$ cat config.mk
export PLATFORM = sky130hd
export DESIGN_NAME = picoblaze_io_hub_flat
export DESIGN_NICKNAME = d
export VERILOG_FILES = /design/src/rtl/picoblaze_io_hub_pkg.sv /design/src/rtl/picoblaze_io_hub_if.sv /design/src/rtl/picoblaze_io_hub_irq.sv /design/src/rtl/picoblaze_io_hub.sv /design/src/flat_wrapper.sv
export SDC_FILE = /design/constraint.sdc
export NUM_CORES = 1
export LEC_CHECK = 0
export ABC_AREA = 1
export BUFFER_PORTS_ARGS = -buffer_cell sky130_fd_sc_hd__buf_2
export CAP_MARGIN = 20
export CORE_ASPECT_RATIO = 0.9
export CORE_MARGIN = 4
export CORE_UTILIZATION = 49
export CTS_BUF_LIST = sky130_fd_sc_hd__clkbuf_4 sky130_fd_sc_hd__clkbuf_8
export CTS_CLUSTER_SIZE = 40
export DETAILED_ROUTE_END_ITERATION = 12
export PLACE_DENSITY_LB_ADDON = 0.12
export SLEW_MARGIN = 0
export SYNTH_ARGS = -nofsm -noshare
export SYNTH_HDL_FRONTEND = slang
export SYNTH_SLANG_ARGS = --single-unit
$ cat constraint.sdc
create_clock -name sysclk -period 2.1 [get_ports sysclk]
set_clock_uncertainty 0.15 [all_clocks]
set_input_delay 0.315 -clock sysclk [delete_from_list [all_inputs] [get_ports sysclk]]
set_output_delay 0.315 -clock sysclk [all_outputs]
set_load 0.05 [all_outputs]
$ cat src/rtl/picoblaze_io_hub_pkg.sv
// io_hub_pkg: shared types and constants for the PicoBlaze I/O hub
package io_hub_pkg;
    typedef enum logic {IDLE, PEND} irq_state_t;
    localparam int OVR_W = 7;
    localparam logic [OVR_W-1:0] OVR_MAX = 7'd127;
    localparam logic [7:0] STATUS_PORT_DEFAULT = 8'hFF;
endpackage

$ cat src/rtl/picoblaze_io_hub_if.sv
// picoblaze_io_hub_if: KCPSM6 port bus between processor (master) and hub (slave)
interface picoblaze_io_hub_if;
    logic [7:0] port_id;
    logic       write_strobe;
    logic       k_write_strobe;
    logic       read_strobe;
    logic [7:0] io_data_in;
    logic [7:0] io_data_out;
    logic       interrupt;
    logic       interrupt_ack;
    modport master (
        output port_id, write_strobe, k_write_strobe, read_strobe, io_data_in, interrupt_ack,
        input  io_data_out, interrupt
    );
    modport slave (
        input  port_id, write_strobe, k_write_strobe, read_strobe, io_data_in, interrupt_ack,
        output io_data_out, interrupt
    );
endinterface

$ cat src/rtl/picoblaze_io_hub_irq.sv
// io_hub_irq: latched update interrupt with saturating overrun counter
module io_hub_irq
    import io_hub_pkg::*;
(
    input  logic             sysclk,
    input  logic             sysreset,
    input  logic             upd_sysregs,
    input  logic             interrupt_ack,
    input  logic             clr_overrun,
    output logic             interrupt,
    output logic [OVR_W-1:0] overrun
);
    irq_state_t state, state_nx;
    logic inc;

    // state register and overrun counter; an increment coinciding with a clear leaves 1
    always_ff @(posedge sysclk) begin
        if (sysreset) begin
            state   <= IDLE;
            overrun <= '0;
        end else begin
            state <= state_nx;
            if (clr_overrun)
                overrun <= {{(OVR_W-1){1'b0}}, inc};
            else if (inc && overrun != OVR_MAX)
                overrun <= overrun + 1'b1;
        end
    end

    // next state: a new update always (re)arms; an ack only clears when no new update arrives
    always_comb begin
        state_nx  = (upd_sysregs || (state == PEND && !interrupt_ack)) ? PEND : IDLE;
        inc       = state == PEND && upd_sysregs && !interrupt_ack;
        interrupt = state == PEND;
    end
endmodule

$ cat src/rtl/picoblaze_io_hub.sv
// picoblaze_io_hub: KCPSM6 port-I/O hub with read/write register banks and update interrupt
// Define IO_HUB_SNAPSHOT_EN to read from shadow registers captured on upd_sysregs;
// otherwise reads return live in_regs.
module picoblaze_io_hub
    import io_hub_pkg::*;
#(
    parameter int         NUM_IN      = 8,
    parameter int         NUM_OUT     = 8,
    parameter logic [7:0] BASE_IN     = 8'h00,
    parameter logic [7:0] BASE_OUT    = 8'h00,
    parameter logic [7:0] STATUS_PORT = STATUS_PORT_DEFAULT,
    parameter logic [7:0] OUT_RESET   = 8'h00
)(
    input  logic                 sysclk,
    input  logic                 sysreset,
    picoblaze_io_hub_if.slave    bus,
    input  logic                 upd_sysregs,
    input  logic [NUM_IN*8-1:0]  in_regs,
    output logic [NUM_OUT*8-1:0] out_regs,
    output logic [NUM_OUT-1:0]   out_wr,
    output logic [NUM_IN-1:0]    in_rd
);
    logic [OVR_W-1:0]    overrun;
    logic [NUM_IN*8-1:0] src;
    logic [8:0]          in_off, out_off;
    logic                is_status;
    logic [7:0]          rd_data;
    logic [NUM_IN-1:0]   rd_sel;
    logic [NUM_OUT-1:0]  wr_sel;

    // 9-bit offsets: a borrow lands at >= 256, so it never matches a register index
    assign is_status = bus.port_id == STATUS_PORT;
    assign in_off    = {1'b0, bus.port_id} - {1'b0, BASE_IN};
    assign out_off   = {1'b0, bus.port_id} - {1'b0, BASE_OUT};

`ifdef IO_HUB_SNAPSHOT_EN
    logic [NUM_IN*8-1:0] shadow;

    // coherent snapshot of all read registers on each update strobe
    always_ff @(posedge sysclk) begin
        if (sysreset)
            shadow <= '0;
        else if (upd_sysregs)
            shadow <= in_regs;
    end

    assign src = shadow;
`else
    assign src = in_regs;
`endif

    io_hub_irq u_irq (
        .sysclk        (sysclk),
        .sysreset      (sysreset),
        .upd_sysregs   (upd_sysregs),
        .interrupt_ack (bus.interrupt_ack),
        .clr_overrun   (bus.read_strobe && is_status),
        .interrupt     (bus.interrupt),
        .overrun       (overrun)
    );

    // read mux; the status port shadows any overlapping read register
    always_comb begin
        rd_data = is_status ? {bus.interrupt, overrun} : 8'h00;
        rd_sel  = '0;
        for (int i = 0; i < NUM_IN; i++) begin
            if (!is_status && in_off == 9'(i)) begin
                rd_data   = src[8*i +: 8];
                rd_sel[i] = 1'b1;
            end
        end
    end

    // write decode; OUTPUTK only sees port_id[3:0]
    always_comb begin
        wr_sel = '0;
        for (int j = 0; j < NUM_OUT; j++)
            wr_sel[j] = (bus.write_strobe && out_off == 9'(j)) ||
                        (bus.k_write_strobe && !bus.write_strobe && bus.port_id[3:0] == 4'(j));
    end

    // registered read data, write registers and single-cycle access pulses
    always_ff @(posedge sysclk) begin
        if (sysreset) begin
            bus.io_data_out <= 8'h00;
            out_regs        <= {NUM_OUT{OUT_RESET}};
            out_wr          <= '0;
            in_rd           <= '0;
        end else begin
            bus.io_data_out <= rd_data;
            in_rd           <= bus.read_strobe ? rd_sel : '0;
            out_wr          <= wr_sel;
            for (int j = 0; j < NUM_OUT; j++)
                if (wr_sel[j])
                    out_regs[8*j +: 8] <= bus.io_data_in;
        end
    end
endmodule

$ cat src/flat_wrapper.sv
// flat-port wrapper written by rule: the top's interface ports become plain ports
module picoblaze_io_hub_flat import io_hub_pkg::*;
#(
    parameter int         NUM_IN      = 8,
    parameter int         NUM_OUT     = 8,
    parameter logic [7:0] BASE_IN     = 8'h00,
    parameter logic [7:0] BASE_OUT    = 8'h00,
    parameter logic [7:0] STATUS_PORT = STATUS_PORT_DEFAULT,
    parameter logic [7:0] OUT_RESET   = 8'h00
)
  (sysclk, sysreset, upd_sysregs, in_regs, out_regs, out_wr, in_rd, bus_port_id, bus_write_strobe, bus_k_write_strobe, bus_read_strobe, bus_io_data_in, bus_interrupt_ack, bus_io_data_out, bus_interrupt);
  picoblaze_io_hub_if bus_i ();
  input  logic sysclk;
  input  logic sysreset;
  input  logic upd_sysregs;
  input  logic [NUM_IN*8-1:0] in_regs;
  output logic [NUM_OUT*8-1:0] out_regs;
  output logic [NUM_OUT-1:0] out_wr;
  output logic [NUM_IN-1:0] in_rd;
  input wire logic [$bits(bus_i.port_id)-1:0] bus_port_id;
  input wire logic [$bits(bus_i.write_strobe)-1:0] bus_write_strobe;
  input wire logic [$bits(bus_i.k_write_strobe)-1:0] bus_k_write_strobe;
  input wire logic [$bits(bus_i.read_strobe)-1:0] bus_read_strobe;
  input wire logic [$bits(bus_i.io_data_in)-1:0] bus_io_data_in;
  input wire logic [$bits(bus_i.interrupt_ack)-1:0] bus_interrupt_ack;
  output wire logic [$bits(bus_i.io_data_out)-1:0] bus_io_data_out;
  output wire logic [$bits(bus_i.interrupt)-1:0] bus_interrupt;
  assign bus_i.port_id = bus_port_id;
  assign bus_i.write_strobe = bus_write_strobe;
  assign bus_i.k_write_strobe = bus_k_write_strobe;
  assign bus_i.read_strobe = bus_read_strobe;
  assign bus_i.io_data_in = bus_io_data_in;
  assign bus_i.interrupt_ack = bus_interrupt_ack;
  assign bus_io_data_out = bus_i.io_data_out;
  assign bus_interrupt = bus_i.interrupt;
  picoblaze_io_hub #(.NUM_IN(NUM_IN), .NUM_OUT(NUM_OUT), .BASE_IN(BASE_IN), .BASE_OUT(BASE_OUT), .STATUS_PORT(STATUS_PORT), .OUT_RESET(OUT_RESET)) u_core (.sysclk(sysclk), .sysreset(sysreset), .bus(bus_i), .upd_sysregs(upd_sysregs), .in_regs(in_regs), .out_regs(out_regs), .out_wr(out_wr), .in_rd(in_rd));
endmodule
Yosys cells after proc, flatten, opt, wreduce, memory -nomap -nowiden
Cells that the tools add are included.
W data, S select, Z words.
{"block": "word_totals", "reg_bits": 96, "latchBits": 0, "ramBits": 0, "mem_bits_ro": 0, "elab_cells": 99, "mem_count": 0}
{"block": "op_classes", "n_addsub": 1, "mul": 0, "div": 0, "order_cmp": 0, "eq_ne": 16, "n_shift": 0, "n_mux": 20, "n_bitwise": 1, "n_reduce_logical": 47}
{"cell": "$mux W8", "n": 9}
{"cell": "$eq A8 B3 Y1 const B", "n": 4}
{"cell": "$logic_and A1 B1 Y1", "n": 30}
{"cell": "$eq A4 B3 Y1 const B", "n": 4}
{"cell": "$eq A8 B2 Y1 const B", "n": 2}
{"cell": "$mux W1", "n": 11}
{"cell": "$logic_not A9 Y1", "n": 1}
{"cell": "$logic_or A1 B1 Y1", "n": 9}
{"cell": "$eq A4 B2 Y1 const B", "n": 2}
{"cell": "$eq A8 B1 Y1 const B", "n": 1}
{"cell": "$eq A8 B8 Y1 const B", "n": 1}
{"cell": "$add A7 B1 Y7 const B", "n": 1}
{"cell": "$ne A7 B7 Y1 const B", "n": 1}
{"cell": "$eq A4 B1 Y1 const B", "n": 1}
{"cell": "$logic_not A4 Y1", "n": 1}
{"cell": "$reduce_or A2 Y1", "n": 2}
{"cell": "$logic_not A1 Y1", "n": 3}
{"cell": "$reduce_bool A2 Y1", "n": 1}
{"cell": "$not A1 Y1", "n": 1}

Logic depth before layout (Yosys ltp)
{"block": "depth", "ltp_word": 11, "mapped_depth": 12, "ltp_nobuf": 11}

Modules after synthesis
From an unflattened synthesis, not the netlist that was laid out.
{"block": "hier_totals", "cells_unflattened": 584, "area_unflattened_um2": 4111.4}
{"module": "picoblaze_io_hub", "n_inst": 1, "cells_per_inst": 522, "area_each_um2": 3663.5, "seq_area_each_um2": 1761.7}
{"module": "io_hub_irq", "n_inst": 1, "cells_per_inst": 62, "area_each_um2": 447.9, "seq_area_each_um2": 160.2}

Worst setup path after synthesis
Ideal clock, no wire load.
{"block": "synth_path", "kind": "register to register", "from": "register u_core.u_irq.state (netlist: u_core.u_irq.interrupt)", "to": "register u_core.u_irq.overrun[4]", "t_arrival_ps": 1503, "slack_ps": 390, "stages_incl_launch_ff": 8, "path_buffers": 0, "synth_period_minus_slack_ps": 1710, "path_cell_list": "dfxtp_1 nand2_1 nor2_1 nand2_1 inv_1 nand4_1 a21oi_1 o21a_1"}
{"block": "synth_between", "elab_chain_len": 3}
{"item": "start, declared", "line_no": "picoblaze_io_hub_irq.sv:13", "text": "irq_state_t state, state_nx;"}
{"item": "start signal, assigned", "line_no": "picoblaze_io_hub_irq.sv:22", "text": "state <= state_nx;"}
{"item": "$logic_and A1 B1 Y1 (2 in series)", "line_no": "picoblaze_io_hub_irq.sv:33", "text": "inc = state == PEND && upd_sysregs && !interrupt_ack;"}
{"item": "$logic_and A1 B1 Y1", "line_no": "picoblaze_io_hub_irq.sv:25", "text": "else if (inc && overrun != OVR_MAX)"}
{"item": "end signal, assigned", "line_no": "picoblaze_io_hub_irq.sv:24", "text": "overrun <= {{(OVR_W-1){1'b0}}, inc};"}
{"item": "end signal, assigned", "line_no": "picoblaze_io_hub_irq.sv:26", "text": "overrun <= overrun + 1'b1;"}
{"item": "end, declared", "line_no": "picoblaze_io_hub_irq.sv:11", "text": "output logic [OVR_W-1:0] overrun"}
No other way between the ends.
A chain may end at the register's enable or synchronous reset.

Final worst setup path
{"block": "layout_path", "from": "register u_core.u_irq.overrun[0]", "to": "register u_core.u_irq.overrun[4]"}
{"block": "layout_between", "elab_chain_len": 2}
{"item": "parallel branches: the longest is 2 deep, another holds $add A7 B1 Y7"}
Parallel ways; which one is timed is not known.

==> results.json <==
{
  "status": "complete, no violations",
  "worst-setup-path-type": "reg2reg",
  "rsz0062_at_grt": "false",
  "cts_tree": "done",
  "cts_buffers": 9,
  "synth_top_area_cell": "dfxtp_1",
  "final_cell_mix": "180 x nor2_1, 175 x buf_2, 96 x dfxtp_1",
  "grt_max_degree": 35,
  "tns_ns": 0,
  "final_nets": 819,
  "routed_via_density": 5.02,
  "drtAntennaViolNets": 0,
  "cts.path.max_buffers": 2,
  "relSlewSlack_pct": 72.7,
  "portBuffers": 175,
  "setup_viol": 0,
  "grtUsageMet2_pct": 45.1,
  "ys_warn_count": 0,
  "detail_route.iter0.violations": 213,
  "synthCells": 558,
  "postCtsHoldBufs": 0,
  "initial_core_util_pct": 51.7,
  "synth_seq_area_share_pct": 48.1,
  "firstDrtPassIters": 5,
  "top_usage_layer": "met2",
  "drc": 0,
  "fin_area_um2": 5170,
  "cp_max_fo": 6,
  "die_y_um": 93.7,
  "final_cells": 832,
  "worstPathRequired_ns": 2.21,
  "syn_to_final_growth_pct": 29.2,
  "ys_ff_latch": 96,
  "cp.arrival_ns": 1.85,
  "drv_cap": 0,
  "die_w_um": 103,
  "final_common_cell": "nor2_1",
  "cts_root_buf": "clkbuf_8",
  "crit_path_start_kind": "flop",
  "avgRoutedWirePerCell_um": 15.0,
  "p_per_area_nw_per_um2": 659,
  "synth_fp_nets": 646,
  "clk_latency_ns": 0.36,
  "htreeDepth": 3,
  "ir_drop_uv": 403,
  "wl_um": 12500,
  "power.total_mw": 3.40,
  "max_slew.worst_pin.slew_ns": 0.409,
  "hold_viol": 0,
  "synth_area_per_cell_um2": 7.17,
  "cts.sinks": 96,
  "antenna_found_initial": 0,
  "grt_pass1_wl_um": 19300,
  "yosys.area.top_type_share_pct": 48.1,
  "min_period_ns": 1.74,
  "met1_usage_pct": 30.3,
  "die-area_um2": 9670,
  "post_cts_resized": 0,
  "met3_usage_pct": 6.53,
  "postPlaceCellArea_um2": 4980,
  "min_path_type": "in2reg",
  "grt_overflow": 0,
  "grt_pass1_vias": 3984,
  "vias": 4176,
  "n_antenna_cell": 0,
  "yosys-top-cells-area": "dfxtp_1 48%, nor2_1 17%, o21ai_0 8.8%",
  "gp_congestion": 0.911,
  "post-route-period-util_pct": 82.7,
  "p_leak_nw": 2.68,
  "cp-end-kind": "flop",
  "path_clk_slew_ns": 0.11,
  "drive_gt1_share_pct": 31.8,
  "multiInputGateArea_um2": 1860,
  "max_freq_ghz": 0.576,
  "dp.cells": 816,
  "ys_types": 26,
  "pin_count": 176,
  "postCtsSetupBuffers": 0,
  "slew_viol_final": 0,
  "whs_ns": 0.0671,
  "core_um2": 7730,
  "dp_hpwl_um": 9350,
  "row_count": 30,
  "fillers": 716,
  "syn_area_um2": 4000,
  "regArea_um2": 1920,
  "grtUsageTotal_pct": 25.7
}
-- per-layer routing --
layer | wire length, µm | part of all wire, %
met5 | 0 | 0
met4 | 215 | 1.7
met3 | 1140 | 9.2
met2 | 5940 | 48
met1 | 5170 | 41
-- final cells by class --
type	instances	area share, %
Tap cell	96	2.33
Inverter	34	2.52
Clock inverter	7	1.26
Multi-Input combinational cell	408	36.1
Sequential cell	96	37.2
Timing Repair Buffer	182	18.2
Clock buffer	9	2.40
-- through the flow --
| stage | worst slack (ns) | utilization (%) |
|---|---|---|
| 2_1_floorplan | 0.390 | - |
| 3_3_place_gp | 0.239 | 64.4 |
| 3_5_place_dp | 0.195 | 64.4 |
| 4_1_cts | 0.371 | 66.8 |
| 5_1_grt | 0.211 | 66.8 |
| 6_report | 0.363 | 66.8 |
-- state kept, by name, summed over array words and instances (netlist names) --
signal and cells:
u_core.out_regs 64, u_core.out_wr 8, u_core.in_rd 8, u_core.u_irq.interrupt 1, u_core.u_irq.overrun 7, u_core.bus.io_data_out 8
-- Yosys cell counts (all sizes together) --
library cell / n
nand4: 9
nor2: 196
nor3: 9
xor2: 3
o21a: 2
a21oi: 11
ha: 1
dfxtp: 96
o21ai: 71
buf: 12
nand2: 86
and2: 1
inv: 34
clkbuf: 8
nand3: 19
-- path summary, 6_finish.rpt --
path                      startpoint                        end  slack (ns)  cells after the start
max          u_core.u_irq.overrun[0]    u_core.u_irq.overrun[4]        0.36                      9
min                      in_regs[60]  u_core.bus.io_data_out[4]        0.07                      3
max reg2reg  u_core.u_irq.overrun[0]    u_core.u_irq.overrun[4]        0.36                      9
min reg2reg  u_core.u_irq.overrun[1]    u_core.u_irq.overrun[1]        0.37                      2
-- cells by family (layout without fill, tap and decap cells) --
group | after synthesis | after routing | synth area share, %
flops | 96 | 96 | 48.1
compound gates | 84 | 84 | 10.7
buf+inv | 54 | 232 | 5.32
xor+xnor | 3 | 3 | 0.657
fa+ha+maj | 1 | 1 | 0.313
simple gates | 320 | 320 | 34.9
-- worst max-delay path, stage by stage (launching register included) --
cell and delay [ns]:
dfxtp_1 0.41, ha_1 0.23, nand3_1 0.09, nor2_1 0.13, nand2_1 0.06, nand2_1 0.17
inv_1 0.12, nand4_1 0.11, a21oi_1 0.07, o21a_1 0.10
-- report_power, final --
group          switching (mW)  internal (mW)
registers              0.0147           1.85
logic                   0.270          0.116
clock network           0.704          0.451
total                   0.988           2.41
Note: power is estimated with default switching activity, not from simulation.
